## config.mk

```make
export PLATFORM = sky130hd
export DESIGN_NAME = line_rev_sched
export DESIGN_NICKNAME = d
export VERILOG_FILES = /design/src/rtl/line_rev_sched.sv
export SDC_FILE = /design/constraint.sdc
export NUM_CORES = 1
export LEC_CHECK = 0
export BUFFER_PORTS_ARGS = -buffer_cell sky130_fd_sc_hd__buf_2
export CELL_PAD_IN_SITES_DETAIL_PLACEMENT = 0
export CELL_PAD_IN_SITES_GLOBAL_PLACEMENT = 1
export CORE_MARGIN = 5
export CORE_UTILIZATION = 44
export CTS_BUF_LIST = sky130_fd_sc_hd__clkbuf_4 sky130_fd_sc_hd__clkbuf_8 sky130_fd_sc_hd__clkbuf_16
export CTS_CLUSTER_DIAMETER = 150
export DETAILED_ROUTE_END_ITERATION = 7
export PLACE_DENSITY = 0.9
export SYNTH_ARGS = -nofsm -noshare
export SYNTH_HDL_FRONTEND = slang
export SYNTH_SLANG_ARGS = --single-unit
```

## constraint.sdc

```tcl
create_clock -name clk -period 4.9 [get_ports clk]
set_clock_uncertainty 0.05 [all_clocks]
set_input_delay 0.49 -clock clk [delete_from_list [all_inputs] [get_ports clk]]
set_output_delay 0.49 -clock clk [all_outputs]
set_load 0.1 [all_outputs]
```

## src/rtl/line_rev_sched.sv

```systemverilog
// Line reverser: ping-pongs two external SRAM line banks so that each line is written
// in forward order while the previous line is read back in reverse order.
module line_rev_sched #(
    parameter int unsigned DWIDTH = 22,
    parameter int unsigned AWIDTH = 11
) (
    input  logic              clk,
    input  logic              rst,
    input  logic              clken,
    input  logic [10:0]       width,
    input  logic [10:0]       height,
    input  logic              frame_start,
    input  logic              din_valid,
    input  logic [DWIDTH-1:0] din,
    output logic              in_ready,
    output logic              dout_valid,
    output logic [DWIDTH-1:0] dout,
    output logic [1:0]        wr_en_n,
    output logic [AWIDTH-1:0] wr_addr,
    output logic [AWIDTH-1:0] rd_addr,
    output logic [DWIDTH-1:0] sram_din,
    input  logic [DWIDTH-1:0] q0,
    input  logic [DWIDTH-1:0] q1,
    output logic              busy,
    output logic              frame_done
);

    localparam int unsigned CW = AWIDTH + 1;

    typedef enum logic [1:0] {StIdle, StFill, StStream, StDrain} state_e;

    state_e            state;
    logic              wbank, rd_bank, dv_q, done_q;
    logic [CW-1:0]     wcnt, rcnt, width_r;
    logic [10:0]       height_r, lines;
    logic [AWIDTH-1:0] wr_addr_q, rd_addr_q;
    logic              rd_pending, accept, rd_issue, w_done, r_done, last_line;

    assign in_ready   = ((state == StFill) || (state == StStream)) && (wcnt < width_r);
    assign rd_pending = ((state == StStream) || (state == StDrain)) && (rcnt < width_r);
    assign accept     = clken & din_valid & in_ready;
    assign rd_issue   = clken & rd_pending;

    // Line-complete flags look one accept/issue ahead so the swap lands on the same edge
    // as the final word of the line, keeping the output stream gapless.
    assign w_done    = (wcnt == width_r) || (accept && ((wcnt + CW'(1)) == width_r));
    assign r_done    = (rcnt == width_r) || (rd_issue && ((rcnt + CW'(1)) == width_r));
    assign last_line = ((lines + 11'd1) == height_r);

    // Addresses follow the counters while active and otherwise hold the last used value,
    // so a stalled read keeps the SRAM presenting the word still owed on dout.
    assign wr_addr  = accept ? AWIDTH'(wcnt) : wr_addr_q;
    assign rd_addr  = rd_issue ? AWIDTH'(width_r - rcnt - CW'(1)) : rd_addr_q;
    assign wr_en_n  = accept ? (wbank ? 2'b01 : 2'b10) : 2'b11;
    assign sram_din = din;

    assign dout       = rd_bank ? q1 : q0;
    assign dout_valid = dv_q & clken;
    assign busy       = (state != StIdle);
    assign frame_done = done_q;

    always_ff @(posedge clk or negedge rst) begin
        if (!rst) begin
            state     <= StIdle;
            wbank     <= 1'b0;
            rd_bank   <= 1'b0;
            dv_q      <= 1'b0;
            done_q    <= 1'b0;
            wcnt      <= '0;
            rcnt      <= '0;
            width_r   <= '0;
            height_r  <= '0;
            lines     <= '0;
            wr_addr_q <= '0;
            rd_addr_q <= '0;
        end else begin
            done_q <= 1'b0;
            if (clken) begin
                dv_q <= rd_issue;
                if (accept) begin
                    wcnt      <= wcnt + CW'(1);
                    wr_addr_q <= wr_addr;
                end
                if (rd_issue) begin
                    rcnt      <= rcnt + CW'(1);
                    rd_addr_q <= rd_addr;
                    rd_bank   <= ~wbank;
                end
                case (state)
                    StIdle: begin
                        if (frame_start && (width != '0) && (height != '0)) begin
                            state    <= StFill;
                            wbank    <= 1'b0;
                            wcnt     <= '0;
                            rcnt     <= '0;
                            lines    <= '0;
                            width_r  <= CW'(width);
                            height_r <= height;
                        end
                    end
                    StFill: begin
                        if (w_done) begin
                            wbank <= ~wbank;
                            wcnt  <= '0;
                            rcnt  <= '0;
                            lines <= 11'd1;
                            state <= (height_r > 11'd1) ? StStream : StDrain;
                        end
                    end
                    StStream: begin
                        if (w_done && r_done) begin
                            wbank <= ~wbank;
                            wcnt  <= '0;
                            rcnt  <= '0;
                            lines <= lines + 11'd1;
                            if (last_line) begin
                                state <= StDrain;
                            end
                        end
                    end
                    StDrain: begin
                        // The final word is on dout this cycle; finish on this edge.
                        if (rcnt == width_r) begin
                            state  <= StIdle;
                            done_q <= 1'b1;
                        end
                    end
                    default: state <= StIdle;
                endcase
            end
        end
    end

endmodule
```

# Word-level counts from Yosys, hierarchy flattened

Index checks and enable logic that the tools add are counted.

Add/subtract/negate cells: 5
Magnitude comparators: 3
Eq/ne operators: 13
Muxes and demuxes: 33
Bitwise operators: 5
Reduce and logical (&&, ||, !) cells: 21

Operators with widths:

| operator                                             | number |
|---|---|
| two-way mux 12 bit                                   | 8 |
| one-hot mux 12 bit (3 select lines)                  | 2 |
| two-way mux 11 bit                                   | 5 |
| equality test 12 x 11 -> 1 bit                       | 4 |
| one-hot mux 11 bit (3 select lines)                  | 1 |
| adder 12 x 1 -> 12 bit (second input constant)       | 2 |
| less-than comparator 12 x 11 -> 1 bit                | 2 |
| two-way mux 22 bit                                   | 1 |
| nonzero test 11 bit                                  | 2 |
| two-way mux 2 bit                                    | 7 |
| adder 11 x 1 -> 11 bit (second input constant)       | 1 |
| equality test 11 bit                                 | 1 |
| > comparator 11 x 1 -> 1 bit (second input constant) | 1 |
| subtractor 11 x 1 -> 11 bit (second input constant)  | 1 |
| subtractor 11 bit                                    | 1 |
| one-hot mux 2 bit (4 select lines)                   | 1 |
| logical AND 1 bit                                    | 7 |
| two-way mux 1 bit                                    | 7 |
| != test 2 bit (second input constant)                | 3 |
| AND reduction 6 bit                                  | 1 |
| AND reduction 5 bit                                  | 1 |
| bitwise AND 1 bit                                    | 4 |
| equality test 2 bit (second input constant)          | 2 |
| logical OR 1 bit                                     | 4 |
| other kinds (9)                                      | 11 |

Flip-flop bits (word level): 85
Bits of input ports: 93
Output and inout bits: 72

# Longest topological paths before layout

Depth after elaboration: 9
Depth in mapped cells: 14
Mapped depth without buffers: 12

# Worst setup path after synthesis

OpenSTA, ideal clock, no wires.

Kind: register -> output
Start: reg width_r[7]
End: out wr_addr[7]
Arrival time: 5292 ps
Slack: -932 ps
Cell stages (with the launch flop): 10
Buffers on the path: 1
Cells stage by stage: dfrtp_1 -> inv_1 -> ha_1 -> a21oi_1 -> o21a_1 -> o2111ai_1 -> nor2_1 -> nand3_1 -> clkbuf_1 -> o21ai_0

Longest elaborated chain between the ends: 4

Ends and longest elaborated chain:

| item                                  | RTL line | text |
|---|---|---|
| from (decl)                           | 34       | `logic [CW-1:0] wcnt, rcnt, width_r;` |
| from (signal assigned)                | 97       | `width_r <= CW'(width);` |
| less-than comparator 12 x 11 -> 1 bit | 39       | `assign in_ready = ((state == StFill) \|\| (state == StStream)) && (wcnt < width_r);` |
| logical AND 1 bit                     | 39       |  |
| named net in_ready                    | 15       | `output logic in_ready,` |
| bitwise AND 1 bit                     | 41       | `assign accept = clken & din_valid & in_ready;` |
| two-way mux 11 bit                    | 52       | `assign wr_addr = accept ? AWIDTH'(wcnt) : wr_addr_q;` |
| to (decl)                             | 19       | `output logic [AWIDTH-1:0] wr_addr,` |

The timed path passes the listed nets, and every way through them passes these cells.

# Worst setup path in the final report

Start: reg rcnt[0]
End: out rd_addr[10]

Longest elaborated chain between the ends: 4

Ends and longest elaborated chain:

| item                                                                      | RTL line | text |
|---|---|---|
| from (decl)                                                               | 34       |  |
| from (signal assigned)                                                    | 85       | `rcnt <= rcnt + CW'(1);` |
| parallel branches: the longest is 3 deep, another holds subtractor 11 bit | -        |  |
| two-way mux 11 bit (*)                                                    | 53       | `assign rd_addr = rd_issue ? AWIDTH'(width_r - rcnt - CW'(1)) : rd_addr_q;` |
| to (decl)                                                                 | 20       | `output logic [AWIDTH-1:0] rd_addr,` |

Mark *: on every way between the ends.

==> summary by stage <==
GRT
The maximum number of pins on one net before global-route repair is 72. The first global-routing pass estimated 29.57 mm of wire. The number of antenna violations at the first check in global routing is 0. The number of global-route vias before repair is 5586. In the global route stage, overall resource usage came out at 20.63%. The total overflow left after global routing is 0.

Pwr
In this run, the clock network consumes 45.4% of the power. Across the VDD grid, the largest voltage drop is 156.0 uV. The share of total power dissipated in combinational logic is 9.3%.

The sequential fraction of design power is 45.3%. Summed over all nets, the switching power comes to 0.3950 mW. The internal portion of the total power is 1.158 mW. In this run the power density over the cells is 206.5 nW/um^2.

The net switching fraction of the power is 25.43%. The leakage power summed over all cells is 3.617 nW.

Setup path
The cell with the largest stage delay on the worst path is buf_2. Across all register-to-register paths, the minimum setup slack is 0.81 ns. On the critical path the largest part of the delay comes from compound AO/OA/AOI/OAI gates. The data arrival time of the critical path is 3.72 ns.

The critical path capture point type is an output port. The critical path start-end classification is flip-flop to output port. Data on the critical path is required at its endpoint by 4.36 ns.

The worst-path maximum fanout is 6. The number of cells on the worst reg-to-reg path is 10. The worst register-to-register path begins at wcnt[9]$_DFFE_PN0P_. The startpoint type of the worst setup path is a flip-flop. The critical path runs through a total of 13 cells.

Traced cell by cell, the critical path runs through inv_1 -> ha_1 -> inv_1 -> fa_1 -> nor2b_1 -> o21ai_0 -> a21oi_1 -> o21ai_0 -> a21boi_0 -> o21a_1 -> o311ai_0 -> o211ai_1 -> buf_2. Together, buffers and inverters on the worst path number 3. The maximum cell stage delay along the critical path is 0.50 ns. The terminus of the critical flop-to-flop path is wcnt[3]$_DFFE_PN0P_.

CTS
The depth of the CTS H-tree is 3. The clock slew seen by the registers of the worst setup and hold paths is 0.07 ns. The number of buffers added for setup after CTS is 0. TritonCTS built the clock tree. The number of buffers created by CTS is 9. Counting every sink on the clock net gives 85. The root buffer selected by CTS is clkbuf_16. The clock passes through at most 2 buffers.

The number of gates resized after cts is 0. The clock insertion delay at the later pin of the skew report is 0.36 ns.

Yosys
The sequential share of the synthesized area is 32.14%. The post-synthesis compound-gate area fraction is 16.81%. The cell count after synthesis came out at 748.

Of the total synthesized cell area, the portion taken by XOR and XNOR cells is 5.559%. The share of flip-flops with an asynchronous set or reset is 100.0%. Yosys printed 0 warnings. The fraction of the mapped netlist area in adder cells is 7.298%. The synthesized area per cell is 8.847 sq um. The count of different cell masters after synthesis is 80.

By area, the combinational part of the netlist is dominated by simple AND/OR/NAND/NOR gates. The post-synth net total is 879. Counting flops with a built-in enable in the synthesized netlist gives 0.

Measured against the total synthesized area, the mux share comes to 8.319%. The cell area after synthesis is 6618 sq um. The post-synthesis sequential element count is 85.

The most instantiated flip-flop cell in the synthesis netlist is dfrtp_1. The simple logic cell fraction of the synthesized area is 21.97%.

Floorplan
The vertical die dimension is 132.6 microns. The number of placement rows is 44. The number of primary I/O pins is 165. Once the floorplan was initialized, standard cells occupied 45.19% of the core. The die covers 17590 sq um. The width of the chip is 132.6 microns. The floorplan step defined a core boundary enclosing 14640 sq um.

Placement
Buffers placed on the I/O ports in this run total 120. The HPWL after detailed placement is 14.04 mm. The congestion estimate from routability-driven global placement came to 0.8982. The placed instance area is 7211 sq um.

Min path
The endpoint with the worst hold slack is width_r[1]$_DFFE_PN0P_. The startpoint identified for the worst hold timing path is width[1]. The hold path depth is 2. The class of the tightest hold or removal check is input port to flip-flop.

Cells and area
The register cell area after layout is 2127 sq um. The number of filler instances in the final layout is 1399. The share of final-layout standard cells stronger than drive strength 1 is 26.10%.

After routing the design area is 7521 sq um. The diode insertion count for antenna repair is 0. The layout net count is 966. In the final layout, the multi-input gates occupy 3991 sq um.

The layout overhead on the synthesized area is 13.65%.

STA
The total count of max-transition violations in the final report is 0. The clock period minus worst slack is 4.265 ns. The slew at the pin closest to its max-slew limit is 0.9868 ns.

The worst slew margin relative to its limit is 33.85%. For this run, the top clock speed supported by timing is 0.2345 GHz. The final worst-path cycle share is 87.04%. The number of setup violations in the final report is 0.

In the final timing run, aggregate negative setup slack is 0 ns. Setup repair after global routing left no endpoint under its margin. The number of hold violations in the final report is 0.

Detailed routing
In the routed layout, each cell is associated on average with a via count of 5.783. The routed layout has 5916 vias. In the final routed layout, each cell accounts on average for 17.77 microns. For this run, design rule violations remaining after detail routing come to 0. The detail route stage leaves a number of antenna-violating nets equal to 0. The DRC marker count from the first detailed-route iteration is 302. The final wirelength is 18.18 mm.

The first detailed-routing pass took 5 iterations.

Status
The run finished with clean final reports.

Flow run
Max-cap violations in this run came to 0.
==> worst max-delay path by stage <==
stage	slack (ns)	start	to
3_5_place_dp	0.82	width_r[5]$_DFFE_PN0P_	wcnt[3]$_DFFE_PN0P_
5_1_grt	0.32	rcnt[0]$_DFFE_PN0P_	rd_addr[10]
4_1_cts	0.61	rcnt[0]$_DFFE_PN0P_	rd_addr[10]
3_3_place_gp	0.88	wcnt[4]$_DFFE_PN0P_	wcnt[10]$_DFFE_PN0P_
2_1_floorplan	0.05	rcnt[0]$_DFFE_PN0P_	rd_addr[4]
6_report	0.64	rcnt[0]$_DFFE_PN0P_	rd_addr[10]
==> metal layers <==
layer  vias up  part of all wire [%]  global-route usage [%]
met5         -                     0                       0
met4         0                   1.7                   5.600
met3        30                   8.8                   5.961
met2       264                    45                   31.88
met1      2770                    45                   28.36
li1       2852                     -                       -
==> kinds of logic (layout without fill, tap and decap cells) <==
group,Yosys count,in the layout
simple gates,276,276
buf+inv,102,193
flops,85,85
xor+xnor,42,42
fa+ha+maj,38,38
mux,49,49
compound gates,156,156
==> worst register-to-register path: stages (launching register included) <==
cell and delay (ns):
dfrtp_1 0.50, ha_1 0.37, a21o_1 0.16, nand2_1 0.06, o2111ai_1 0.15, nor3_2 0.84
o2111ai_2 0.49, a311o_1 0.61, nand2_2 0.30, buf_4 0.30, o21ai_0 0.13
==> state kept, by name, indices dropped and copies added, names as in the netlist <==
signal,flops
dv_q,1
frame_done,1
height_r,11
lines,11
rcnt,12
rd_addr_q,11
rd_bank,1
state,2
wbank,1
wcnt,12
width_r,11
wr_addr_q,11
==> power groups by stage <==
stage | Clock, mW | Sequential, mW | Combinational, mW
after global routing | 0.752 | 0.702 | 0.154
after detailed placement | 0 | 0.716 | 0.147
after floorplan | 0 | 0.716 | 0.173
after CTS | 0.715 | 0.703 | 0.148
after global placement | 0 | 0.716 | 0.146
final | 0.705 | 0.703 | 0.145
==> metrics by stage <==
stage | util, % | hold slack, ns | std cells | worst slack, ns | total power, mW
global route | 51.36 | 0.3339 | 1023 | 0.3242 | 1.609
floorplan | - | 0.1444 | 748 | 0.04968 | 0.8888
global placement | 49.24 | 0.3141 | 1007 | 0.8844 | 0.8619
detailed placement | 49.24 | 0.3189 | 1007 | 0.8226 | 0.8624
CTS | 51.36 | 0.3289 | 1023 | 0.6078 | 1.566
finish | 51.36 | 0.3321 | 1023 | 0.6352 | 1.553
==> what timing repair did <==
item	4_1_cts	5_1_grt
setup endpoints to repair	0	0
hold endpoints to repair	14	0
hold buffers	1	0
==> cell usage after synthesis, types with 19 or more instances <==
cell type   n  area, sq um
mux2_2     47        529.3
nor2_1     25        93.84
nand3_1    29        145.1
ha_1       37        462.9
buf_4      27        202.7
a21oi_1    20        100.1
inv_1      45        168.9
xnor2_1    23        201.4
xor2_1     19        166.4
nand2_1    96        360.4
o21ai_0    48        240.2
dfrtp_1    85         2127
==> placed cells by master (no fill, tap or decap), types with 8 or more instances in the layout <==
cell type and instances:
xor2_1 19, buf_2 119, ha_1 37, inv_1 45
nand4_1 10, nand3_1 29, nand2_1 96, o21ai_0 46
a21oi_1 20, dfrtp_1 85, clkbuf_16 9, nor3b_1 8
nor3_1 17, nor4_1 12, and3_1 17, a31oi_1 8
nor2_1 25, xnor2_1 23, buf_4 13, mux2_2 47
a211o_1 10
==> area by class of cell <==
cell class,instances,area share [%]
multi-input combinational,561,53.07
sequential,85,28.28
timing repair buffer,133,9.350
clock buffer,11,3.361
tap,184,3.061
inverter,45,2.246
clock inverter,4,0.6322
No activity file was read; power rests on OpenSTA's default activity.
